<file path="src/rtl/uart_rx.sv">
// uart_rx: oversampling-free UART receiver, 8 data bits LSB first, one stop bit.
// Ports: rst_n (sync, active low), clk, rx (async line, idle high),
//        ready (1-cycle frame-done pulse), error (frame/parity error), val (last byte).
// Define UART_RX_PARITY_EN for 8E1 frames (even parity checked); default is 8N1.
module uart_rx #(
   parameter int CLK_FREQ = 100000000,
   parameter int BAUD     = 115200
) (
   input  logic       rst_n,
   input  logic       clk,
   input  logic       rx,
   output logic       ready,
   output logic       error,
   output logic [7:0] val
);

   localparam int CLKS_PER_BIT = CLK_FREQ / BAUD;
   localparam int HALF_BIT     = CLKS_PER_BIT / 2;
   localparam int TW = (CLKS_PER_BIT > 1) ? $clog2(CLKS_PER_BIT) : 1;
   localparam int HALF_M1 = (HALF_BIT > 0) ? HALF_BIT - 1 : 0;

   localparam logic [TW-1:0] BIT_LAST  = TW'(CLKS_PER_BIT - 1);
   localparam logic [TW-1:0] HALF_LAST = TW'(HALF_M1);

   localparam logic [2:0] IDLE   = 3'd0;
   localparam logic [2:0] START  = 3'd1;
   localparam logic [2:0] DATA   = 3'd2;
`ifdef UART_RX_PARITY_EN
   localparam logic [2:0] PARITY = 3'd3;
`endif
   localparam logic [2:0] STOP   = 3'd4;

   logic [2:0]    state;
   logic [TW-1:0] timer;
   logic [2:0]    bit_cnt;
   logic [7:0]    shift;
   logic          rx_s1;
   logic          rx_s2;
   logic          rx_prev;
`ifdef UART_RX_PARITY_EN
   logic          par_err;
`endif

   logic fall;
   logic tick;

   // rx_prev trails the synchronized line so a start needs a real 1->0.
   assign fall = rx_prev & ~rx_s2;
   assign tick = (timer == BIT_LAST);

   always_ff @(posedge clk) begin
      if (!rst_n) begin
         state   <= IDLE;
         timer   <= '0;
         bit_cnt <= '0;
         shift   <= '0;
         rx_s1   <= 1'b1;
         rx_s2   <= 1'b1;
         rx_prev <= 1'b1;
         ready   <= 1'b0;
         error   <= 1'b0;
         val     <= 8'h00;
`ifdef UART_RX_PARITY_EN
         par_err <= 1'b0;
`endif
      end else begin
         rx_s1   <= rx;
         rx_s2   <= rx_s1;
         rx_prev <= rx_s2;
         ready   <= 1'b0;

         case (state)
            IDLE: begin
               timer <= '0;
               if (fall) begin
                  bit_cnt <= '0;
                  state   <= START;
               end
            end

            // Mid-bit recheck filters glitches shorter than half a bit.
            START: begin
               if (timer == HALF_LAST) begin
                  timer <= '0;
                  state <= rx_s2 ? IDLE : DATA;
               end else begin
                  timer <= timer + TW'(1);
               end
            end

            DATA: begin
               if (tick) begin
                  timer   <= '0;
                  shift   <= {rx_s2, shift[7:1]};
                  bit_cnt <= bit_cnt + 3'd1;
                  if (bit_cnt == 3'd7) begin
`ifdef UART_RX_PARITY_EN
                     state <= PARITY;
`else
                     state <= STOP;
`endif
                  end
               end else begin
                  timer <= timer + TW'(1);
               end
            end

`ifdef UART_RX_PARITY_EN
            PARITY: begin
               if (tick) begin
                  timer   <= '0;
                  par_err <= (^shift) ^ rx_s2;
                  state   <= STOP;
               end else begin
                  timer <= timer + TW'(1);
               end
            end
`endif

            STOP: begin
               if (tick) begin
                  timer <= '0;
                  ready <= 1'b1;
                  val   <= shift;
`ifdef UART_RX_PARITY_EN
                  error <= par_err | ~rx_s2;
`else
                  error <= ~rx_s2;
`endif
                  state <= IDLE;
               end else begin
                  timer <= timer + TW'(1);
               end
            end

            default: begin
               timer <= '0;
               state <= IDLE;
            end
         endcase
      end
   end

endmodule

</file>
<file path="config.mk">
export PLATFORM = sky130hd
export DESIGN_NAME = uart_rx
export DESIGN_NICKNAME = d
export VERILOG_FILES = /design/src/rtl/uart_rx.sv
export SDC_FILE = /design/constraint.sdc
export NUM_CORES = 1
export LEC_CHECK = 0
export BUFFER_PORTS_ARGS = -buffer_cell sky130_fd_sc_hd__buf_2
export CAP_MARGIN = 20
export CORE_MARGIN = 2
export CORE_UTILIZATION = 45
export CTS_BUF_LIST = sky130_fd_sc_hd__clkbuf_2 sky130_fd_sc_hd__clkbuf_4 sky130_fd_sc_hd__clkbuf_8
export DETAILED_ROUTE_END_ITERATION = 12
export GPL_TIMING_DRIVEN = 0
export PLACE_DENSITY_LB_ADDON = 0.2
export SYNTH_ARGS = -nofsm -noshare
export SYNTH_HDL_FRONTEND = slang
export SYNTH_SLANG_ARGS = --single-unit
</file>
<file path="constraint.sdc">
create_clock -name clk -period 2.3 [get_ports clk]
set_clock_uncertainty 0.1 [all_clocks]
set_input_delay 0.345 -clock clk [delete_from_list [all_inputs] [get_ports clk]]
set_output_delay 0.345 -clock clk [all_outputs]
set_load 0.03 [all_outputs]
</file>
==> results.txt, run 1 <==
outcome = finished, final reports clean
Reg power frac = 50.8%
Core Rows = 22
Hold Crit Class = in -> reg
post-route DRC violation count = 0
Post-Syn Nets = 180
final slew viol count = 0
die outline width = 66.46 µm
remaining global-route overflow = 0
flop and latch count out of synthesis = 37
power density over cell area = 637.2 nW/µm²
Post-Route Setup TNS = 0 ps
depth of the CTS H-tree = 2
clk_lat worst skew = 290 ps
area inside the core boundary = 3716 µm²
endpoint of the worst-slack reg-to-reg timing path = timer[6]
clock tree from TritonCTS = yes
normalized max-slew margin = 55.76%
global-route wire length before repair = 5.644 mm
number of placed I/O pins = 13
Post-synth EDFFs = 0
WP data required = 2350 ps
via count of the first global-routing pass = 1219
share of the synthesized area in the top cell type = 42.20%
final hold vios = 0
switching component of the power = 250.8 µW
type of destination of the critical path = register
Layout fillers = 345
Post-Route WL = 3.185 mm
maximum fanout along the worst path = 10
largest voltage drop on the vdd net = 0.0003954 V
measured slew at the worst slew-check pin = 663.5 ps
smallest hold slack = 137.0 ps
sequential share of the synthesized area = 42.20%
P&R area growth vs syn = 13.68%
number of buffers created by CTS = 5
Post-Synthesis Cell Area = 1755 µm²
relative contribution of combinational cells to total power = 2.7%
Final Instance Area = 1996 µm²
global-route usage over all layers = 17.25%
Critical Path Start = timer[0]
Post-DP HPWL = 2.337 mm
Iter 0 DRT Violations = 71
cell count after synthesis = 173
total iterations of the first detailed-routing run = 4
sink count of the clock tree = 37
post-placement worst setup slack = 539.0 ps
antenna-violating nets left = 0
number of max-cap violations = 0
mean area per synthesized cell = 10.15 µm²
critical path start-end classification = reg -> reg
global placement routability congestion = 0.8136
Final Core Density = 53.70%
power share of the clock group = 46.5%
share of synthesized registers carrying an async set or reset = 0%
routed length per instance = 13.22 µm
reg-to-reg setup timing slack = 540 ps
Antenna diodes = 0
root buf cell = sky130_fd_sc_hd__clkbuf_8
buffer levels on the longest clock path = 2
Vias/cell = 5.274
type of origin of the critical path = register
crit path capture = timer[6]
clock-pin slew on the worst setup and hold paths = 70 ps
Synth Flop Type = sky130_fd_sc_hd__dfxtp_1
effective utilization at floorplan = 47.24%
number of distinct standard cells referenced by the synthesized netlist = 40
area enclosed by the die boundary = 4416 µm²
count of final setup violators = 0
Reg2Reg Depth = 6
fraction of the cycle the final worst path needs = 76.73%
Final Critical Period = 1765 ps
share of final-layout standard cells stronger than drive strength 1 = 32.12%
warning count from the yosys run = 0
setup repair after global routing missed its margin = false
origin of the critical flop-to-flop path = timer[0]
CTS Hold Bufs = 0
Synth top cells by count = 37 x sky130_fd_sc_hd__dfxtp_1, 21 x sky130_fd_sc_hd__nand3_1, 16 x sky130_fd_sc_hd__nand2_1, 12 x sky130_fd_sc_hd__o21ai_1, 10 x sky130_fd_sc_hd__nor3_2
post-CTS setup buffers = 0
share of total power consumed by net switching = 19.72%
most area-consuming cells after synthesis = sky130_fd_sc_hd__dfxtp_1 42%, sky130_fd_sc_hd__nand3_1 6.0%, sky130_fd_sc_hd__nor3_2 5.7%
cell with the most instances after synthesis = sky130_fd_sc_hd__dfxtp_1
layout net count = 199
data arrival time at the worst-slack endpoint = 1820 ps
number of antenna violations at the first check in global routing = 0
pin count of the biggest net entering global routing = 12
achievable clock frequency = 566.7 MHz
IO buf count = 12
total number of vias = 1271
leakage power figure = 0.0007238 µW
cell area after placement = 1876 µm²
post_cts resized = 0
internal power summed over all cells = 1021 µW
post-route worst setup slack = 535.3 ps
die height = 66.46 µm
top cell type by total area after synthesis = sky130_fd_sc_hd__dfxtp_1
-- power groups by stage --
stage	logic (µW)	clock network (µW)	registers [µW]
global route	38.5	631	646
detailed placement	34.8	0	661
finish	34.5	591	646
floorplan	25.7	0	660
CTS	35.0	602	646
global placement	34.6	0	661
-- critical path, stage by stage, from the launching register on --
cell	delay, ps
sky130_fd_sc_hd__dfxtp_1	410
sky130_fd_sc_hd__ha_1	270
sky130_fd_sc_hd__and4bb_4	320
sky130_fd_sc_hd__nand3b_4	90
sky130_fd_sc_hd__a21boi_4	210
sky130_fd_sc_hd__buf_12	170
sky130_fd_sc_hd__nor3_2	50
-- registers in the layout, indices dropped and copies added (netlist names) --
name and count:
rx_s1 1, rx_s2 1, ready 1, error 1, timer 10, shift 8
state 3, rx_prev 1, bit_cnt 3, val 8
-- layer usage --
metal / wire length [µm] / global-route usage, % / vias up
li1: - / - / 645
met1: 1434 / 21.50 / 597
met2: 1559 / 27.88 / 24
met3: 133 / 5.068 / 5
met4: 58 / 6.888 / 0
met5: 0 / 0 / -
-- cells in the final DEF, fill, tap and decap left out, drive strengths merged, types with 5 or more instances in the layout --
| master | count |
|---|---|
| buf | 21 |
| clkbuf | 8 |
| dfxtp | 37 |
| nand2 | 16 |
| nand3 | 24 |
| nand4 | 7 |
| nor2 | 5 |
| nor3 | 11 |
| o21ai | 22 |
| xnor2 | 6 |
-- final cells by class --
type | count | area, µm² | share of cell area (%)
Clock inverter | 1 | 30.03 | 1.505
Inverter | 3 | 11.26 | 0.5643
Buffer | 10 | 95.09 | 4.765
Multi-Input combinational cell | 123 | 908.4 | 45.52
Clock buffer | 7 | 90.09 | 4.514
Timing Repair Buffer | 12 | 60.06 | 3.009
Sequential cell | 37 | 740.7 | 37.12
Tap cell | 48 | 60.06 | 3.009
-- cells by family (layout without fill, tap and decap cells) --
group / count (synthesis) / in the layout / synth area share [%]
XOR/XNOR: 8 / 8 / 3.992
AO/OA/AOI/OAI: 26 / 26 / 10.69
multiplexers: 2 / 2 / 1.140
AND/OR/NAND/NOR: 83 / 83 / 33.07
adder cells (fa/ha/maj): 4 / 4 / 2.851
buffers and inverters: 13 / 33 / 6.058
flip-flops: 37 / 37 / 42.20
-- worst min-delay path by stage --
stage	from	end	cells after the start
2_1_floorplan	rx_s1	rx_s2	1
3_5_place_dp	rx_s1	rx_s2	1
6_report	rx	rx_s1	2
3_3_place_gp	rx_s1	rx_s2	1
5_1_grt	rx	rx_s1	2
4_1_cts	rx	rx_s1	2
-- through the flow --
step           power (µW)  instances
3_3_place_gp        695.1        233
4_1_cts              1283        241
2_1_floorplan       685.9        173
3_5_place_dp        695.5        233
5_1_grt              1316        241
6_report             1272        241
Note: power is estimated with default switching activity, not from simulation.
==> run 2: changes to the inputs <==
--- a/config.mk
+++ b/config.mk
@@ -5,6 +5,7 @@
 export SDC_FILE = /design/constraint.sdc
 export NUM_CORES = 1
 export LEC_CHECK = 0
+export ABC_AREA = 1
 export BUFFER_PORTS_ARGS = -buffer_cell sky130_fd_sc_hd__buf_2
 export CAP_MARGIN = 20
 export CORE_MARGIN = 2
==> constraint.sdc (replaced) <==
create_clock -name clk -period 1.46 [get_ports clk]
set_clock_uncertainty 0.1 [all_clocks]
set_input_delay 0.219 -clock clk [delete_from_list [all_inputs] [get_ports clk]]
set_output_delay 0.219 -clock clk [all_outputs]
set_load 0.03 [all_outputs]
==> run 2 against run 1 <==
- the run now ends with negative setup slack left
- final cell count is 19% higher
- synthesized area is 6.5% lower
- combinational power grew to 31 times the previous value
- setup slack worse by 590 ps
- sequential share of layout area is 0.48 points higher
- maximum frequency is 16% higher
- clock power is 25% higher
- worst hold slack worse by 78 ps
- wire length hardly changed
- largest cell class unchanged
==> results.txt, run 2 <==
Synth Flop Type = sky130_fd_sc_hd__dfxtp_1
share of synthesized registers carrying an async set or reset = 0%
layout net count = 247
routed length per instance = 11.10 µm
sink count of the clock tree = 37
crit path capture = val[2]
sum of met2 wire segment lengths after detailed routing = 1.450 mm
pin count of the biggest net entering global routing = 13
antenna-violating nets left = 0
max FFs per register = 10
Synth top cells by count = 54 x sky130_fd_sc_hd__nor2_1, 37 x sky130_fd_sc_hd__dfxtp_1, 34 x sky130_fd_sc_hd__nand2_1, 19 x sky130_fd_sc_hd__inv_1, 18 x sky130_fd_sc_hd__o21ai_0
met3 WL = 88 µm
global-route usage over all layers = 18.46%
total iterations of the first detailed-routing run = 4
number of antenna violations at the first check in global routing = 0
critical path start-end classification = reg -> reg
area enclosed by the die boundary = 4147 µm²
Antenna diodes = 0
top cell type by total area after synthesis = sky130_fd_sc_hd__dfxtp_1
via count of the first global-routing pass = 1346
DRT met1 WL = 1.580 mm
die height = 64.40 µm
leakage power figure = 0.0009192 µW
Critical Path Start = timer[1]
number of placed I/O pins = 13
cell count after placement = 271
cell count after synthesis = 213
registers with the most flip-flops = timer (10), shift (8), val (8)
sequential share of the synthesized area = 45.12%
most area-consuming cells after synthesis = sky130_fd_sc_hd__dfxtp_1 45%, sky130_fd_sc_hd__nor2_1 12%, sky130_fd_sc_hd__nand2_1 7.8%
Post-synth EDFFs = 0
measured slew at the worst slew-check pin = 305.0 ps
Core Rows = 21
buffer levels on the longest clock path = 2
share of final-layout standard cells stronger than drive strength 1 = 29.88%
Final Critical Period = 1516 ps
cell with the most instances after synthesis = sky130_fd_sc_hd__nor2_1
number of max-cap violations = 0
post-route worst setup slack = -55.91 ps
mean area per synthesized cell = 7.707 µm²
clock-pin slew on the worst setup and hold paths = 110 ps
IO buf count = 12
Vias/cell = 4.770
effective utilization at floorplan = 48.06%
global placement routability congestion = 0.8360
Post-Syn Nets = 220
violations in the final reports = negative setup slack
area inside the core boundary = 3416 µm²
depth of the CTS H-tree = 2
Post-DP HPWL = 2.120 mm
reg-to-reg setup timing slack = -60 ps
Post-Synthesis Cell Area = 1642 µm²
largest voltage drop on the vdd net = 0.0006230 V
achievable clock frequency = 659.7 MHz
top register by number of flip-flops = timer
type of destination of the critical path = register
final slew viol count = 0
number of buffers created by CTS = 5
number of distinct standard cells referenced by the synthesized netlist = 26
top layer in use = met4
normalized max-slew margin = 79.66%
root buf cell = sky130_fd_sc_hd__clkbuf_4
Post-Route Setup TNS = -322.9 ps
commonest cells after routing, fill and taps aside = 51 x sky130_fd_sc_hd__nor2_1, 32 x sky130_fd_sc_hd__dfxtp_1, 29 x sky130_fd_sc_hd__nand2_1, 17 x sky130_fd_sc_hd__inv_1, 17 x sky130_fd_sc_hd__o21ai_0
warning count from the yosys run = 0
maximum fanout along the worst path = 5
Iter 0 DRT Violations = 80
Post-Route WL = 3.186 mm
die outline width = 64.40 µm
power density over cell area = 1513 nW/µm²
Hold Crit Class = in -> reg
origin of the critical flop-to-flop path = timer[1]
remaining global-route overflow = 0
clock tree from TritonCTS = yes
endpoint of the worst-slack reg-to-reg timing path = val[2]
most frequent standard cell in the layout excluding fill and tap cells = sky130_fd_sc_hd__nor2_1
P&R area growth vs syn = 21.04%
outcome = finished, violations left
count of final setup violators = 15
fraction of the cycle the final worst path needs = 103.8%
data arrival time at the worst-slack endpoint = 1700 ps
total number of vias = 1369
setup repair after global routing missed its margin = true
final hold vios = 0
clk_lat worst skew = 340 ps
global-route wire length before repair = 5.913 mm
share of the synthesized area in the top cell type = 45.12%
flop and latch count out of synthesis = 37
type of origin of the critical path = register
Reg2Reg Depth = 8
WP data required = 1650 ps
Cell Count, Final, Fillers Out = 287
post-route DRC violation count = 0
run 2: cell types whose count changed after synthesis, sizes merged, moves of 5 or more:
cell / change
nor3: -7
inv: +18
nand3: -13
a21oi: +5
xnor2: -5
nor2: +55
nand2: +23
buf: -8
run 2: cells by family (layout without fill, tap and decap cells):
group                      Yosys count  in the layout  share of synthesized area [%]
AOI/OAI and AO/OA                   25             25                          7.851
DFF                                 37             37                          45.12
xor gates and xnor gates             3              3                          1.601
adders and majority gates            4              4                          3.049
buffers and inverters               23             49                          5.487
and+or+nand+nor                    121            123                          36.89
run 2: timing repair:
item                                   in CTS  in global routing
pin swaps                                   4                  4
buffers inserted                            4                  1
hold buffers                                1                  0
cloned                                      2                  0
resized for setup                           7                 15
endpoints found under the hold margin       1                  0
setup endpoints to repair                  32                 33
run 2: through the flow:
step | power, µW | instance area (µm²) | hold slack, ps | util (%) | worst slack (ps)
2_1_floorplan | 1938 | 1645 | 225.5 | - | 1.596
3_3_place_gp | 2072 | 1763 | 298.8 | 51.61 | -185.8
5_1_grt | 3266 | 1987 | 39.54 | 58.17 | -152.2
6_report | 3006 | 1987 | 59.29 | 58.17 | -55.91
3_5_place_dp | 2081 | 1763 | 308.1 | 51.61 | -209.0
4_1_cts | 2913 | 1941 | 38.63 | 56.81 | -37.88
run 2: how the worst min path moves through the flow:
stage          depth (start not counted)  slack [ps]     to  start
3_3_place_gp                           1         300  rx_s2  rx_s1
4_1_cts                                3          40  error  rst_n
3_5_place_dp                           2         310  rx_s1     rx
6_report                               3          60  error  rst_n
5_1_grt                                3          40  error  rst_n
2_1_floorplan                          1         230  rx_s1     rx
run 2: final cells by class:
| class | count | area (µm²) |
|---|---|---|
| timing repair buffer | 18 | 120.1 |
| multi-input combinational | 155 | 888.4 |
| fill | 338 | 1429 |
| inverter | 21 | 81.33 |
| tap | 46 | 57.56 |
| buffer | 2 | 8.758 |
| clock buffer | 6 | 45.04 |
| clock inverter | 2 | 38.79 |
| sequential | 37 | 747.0 |
run 2: power by group:
group | internal (µW) | switching [µW]
registers | 1100 | 89.8
clock network | 383 | 354
logic | 371 | 705
total | 1860 | 1150
run 2: critical path: stages (launching register included):
cell and delay (ps):
sky130_fd_sc_hd__dfxtp_2 370, sky130_fd_sc_hd__ha_4 150, sky130_fd_sc_hd__nand2_4 60, sky130_fd_sc_hd__nor2_4 130
sky130_fd_sc_hd__nand3_4 130, sky130_fd_sc_hd__nor2_4 220, sky130_fd_sc_hd__buf_4 140, sky130_fd_sc_hd__o21ai_0 70
sky130_fd_sc_hd__nor2_1 100
run 2: routing by layer:
layer	GRT usage, %	vias to the layer above
li1	-	727
met1	24.34	616
met2	28.91	19
met3	3.697	7
met4	8.777	0
met5	0	-
==> run 3: changes to the inputs <==
--- a/config.mk
+++ b/config.mk
@@ -8,12 +8,13 @@
 export ABC_AREA = 1
 export BUFFER_PORTS_ARGS = -buffer_cell sky130_fd_sc_hd__buf_2
 export CAP_MARGIN = 20
+export CORE_ASPECT_RATIO = 0.75
 export CORE_MARGIN = 2
 export CORE_UTILIZATION = 45
-export CTS_BUF_LIST = sky130_fd_sc_hd__clkbuf_2 sky130_fd_sc_hd__clkbuf_4 sky130_fd_sc_hd__clkbuf_8
 export DETAILED_ROUTE_END_ITERATION = 12
 export GPL_TIMING_DRIVEN = 0
 export PLACE_DENSITY_LB_ADDON = 0.2
+export SETUP_SLACK_MARGIN = 0.2
 export SYNTH_ARGS = -nofsm -noshare
 export SYNTH_HDL_FRONTEND = slang
 export SYNTH_SLANG_ARGS = --single-unit
==> run 3 against run 2 <==
- the run now ends clean
- via count decreased by 0.95%
- clock power increased by 20%
- critical path depth decreased by 1
- critical path type unchanged
- largest cell class unchanged
- highest routed layer unchanged
==> results.txt, run 3 (synthesis gave the netlist of run 2 again) <==
share of final-layout standard cells stronger than drive strength 1 = 28.93%
Post-Route Setup TNS = 0 ps
achievable clock frequency = 690.6 MHz
CTS Hold Bufs = 0
total iterations of the first detailed-routing run = 4
Antenna diodes = 0
count of final setup violators = 0
fraction of the cycle the final worst path needs = 99.18%
registers with the most flip-flops = timer (10), shift (8), val (8)
Hold Crit Class = in -> reg
post-route DRC violation count = 0
leakage power figure = 0.0009327 µW
critical path start-end classification = reg -> reg
clock tree from TritonCTS = yes
maximum fanout along the worst path = 5
area taken by flip-flops and latches = 750.7 µm²
top register by number of flip-flops = timer
data arrival time at the worst-slack endpoint = 1560 ps
setup repair after global routing missed its margin = true
Reg2Reg Depth = 7
Final Instance Area = 2013 µm²
most frequent standard cell in the layout excluding fill and tap cells = sky130_fd_sc_hd__nor2_1
Iter 0 DRT Violations = 99
pin count of the biggest net entering global routing = 13
number of antenna violations at the first check in global routing = 0
Post-Route WL = 3.173 mm
IO buf count = 12
layout net count = 248
number of placed I/O pins = 13
global-route wire length before repair = 5.340 mm
cell area after placement = 1784 µm²
reg-to-reg setup timing slack = 10 ps
normalized max-slew margin = 76.55%
WP data required = 1580 ps
max FFs per register = 10
die outline width = 73.74 µm
origin of the critical flop-to-flop path = state[2]
Final Critical Period = 1448 ps
antenna-violating nets left = 0
type of origin of the critical path = register
commonest cells after routing, fill and taps aside = 53 x sky130_fd_sc_hd__nor2_1, 33 x sky130_fd_sc_hd__nand2_1, 31 x sky130_fd_sc_hd__dfxtp_1, 17 x sky130_fd_sc_hd__inv_1, 13 x sky130_fd_sc_hd__buf_2
smallest hold slack = 13.32 ps
global placement routability congestion = 0.8005
total number of vias = 1356
final slew viol count = 0
Vias/cell = 4.809
Core Rows = 18
depth of the CTS H-tree = 2
number of max-cap violations = 0
start point of the worst min-delay path = rx
number of buffers created by CTS = 5
die height = 56.31 µm
destination of the worst hold path = rx_s1
sink count of the clock tree = 37
global-route usage over all layers = 16.51%
buffer levels on the longest clock path = 2
Post-DP HPWL = 2.059 mm
final hold vios = 0
P&R area growth vs syn = 22.64%
clk_lat worst skew = 290 ps
area taken by multi-input logic gates = 874.6 µm²
type of destination of the critical path = register
largest voltage drop on the vdd net = 0.0007407 V
routed length per instance = 11.25 µm
root buf cell = sky130_fd_sc_hd__clkbuf_8
remaining global-route overflow = 0
outcome = finished, final reports clean
instance count along the most critical hold path = 2
area enclosed by the die boundary = 4152 µm²
Layout fillers = 292
endpoint of the worst-slack reg-to-reg timing path = timer[9]
power density over cell area = 1528 nW/µm²
area inside the core boundary = 3378 µm²
effective utilization at floorplan = 48.59%
via count of the first global-routing pass = 1203
clock-pin slew on the worst setup and hold paths = 80 ps
measured slew at the worst slew-check pin = 351.7 ps
-- run 3: cell count changes in the layout (fill, tap and decap cells not counted), moves of 2 or more --
cell / previous run / this run
sky130_fd_sc_hd__clkbuf_4: 6 / 0
sky130_fd_sc_hd__nand2_1: 29 / 33
sky130_fd_sc_hd__clkbuf_8: 0 / 5
sky130_fd_sc_hd__nor2_1: 51 / 53
sky130_fd_sc_hd__ha_2: 0 / 2
sky130_fd_sc_hd__buf_6: 0 / 3
sky130_fd_sc_hd__o21ai_1: 1 / 5
sky130_fd_sc_hd__o21ai_0: 17 / 12
sky130_fd_sc_hd__ha_1: 3 / 1
sky130_fd_sc_hd__nand2_2: 7 / 3
sky130_fd_sc_hd__nor2_2: 5 / 2
-- run 3: area by class of cell --
cell class                      instances  area share [%]
Multi-Input combinational cell        155           43.44
Sequential cell                        37           37.29
Timing Repair Buffer                   19           6.774
Inverter                               21           4.040
Clock buffer                            6           3.605
Tap cell                               40           2.486
Clock inverter                          2           1.927
Buffer                                  2          0.4351
-- run 3: what timing repair did --
item,CTS,global route
hold endpoints to repair,0,0
buffers inserted,4,3
resized for setup,11,11
pin swaps,3,3
setup endpoints to repair,34,34
gates cloned,1,1
-- run 3: where the power goes --
part / internal, µW / switching [µW]
combinational: 335 / 658
sequential: 1110 / 91.2
clock: 513 / 373
-- run 3: layer usage --
metal  track usage, %  share of wire, %
met1            24.94                54
met2            21.68                40
met3            4.847               5.2
met4            6.234               1.0
met5                0                 0
-- run 3: how the worst max path moves through the flow --
stage / end / slack [ps] / from
2_1_floorplan: error / 40 / timer[0]
3_3_place_gp: val[7] / -130 / timer[0]
3_5_place_dp: val[5] / -150 / timer[0]
4_1_cts: val[2] / 10 / timer[0]
5_1_grt: shift[4] / -100 / timer[0]
6_report: timer[9] / 10 / state[2]
-- run 3: per-stage QoR --
step	std cells	worst slack [ps]	util (%)	total power, µW
floorplan	213	42.01	-	1974
global placement	265	-131.2	52.81	2111
detailed placement	265	-150.6	52.81	2121
CTS	278	11.47	58.11	3070
global route	282	-102.4	59.59	3302
finish	282	11.90	59.59	3077
-- run 3: critical path, cell delays in order, from the launching register on --
cell and delay, ps:
sky130_fd_sc_hd__dfxtp_2 360, sky130_fd_sc_hd__inv_2 110, sky130_fd_sc_hd__nand3_2 180, sky130_fd_sc_hd__nand2_1 140
sky130_fd_sc_hd__o21ai_0 90, sky130_fd_sc_hd__inv_1 180, sky130_fd_sc_hd__nand2_4 100, sky130_fd_sc_hd__a21oi_1 120
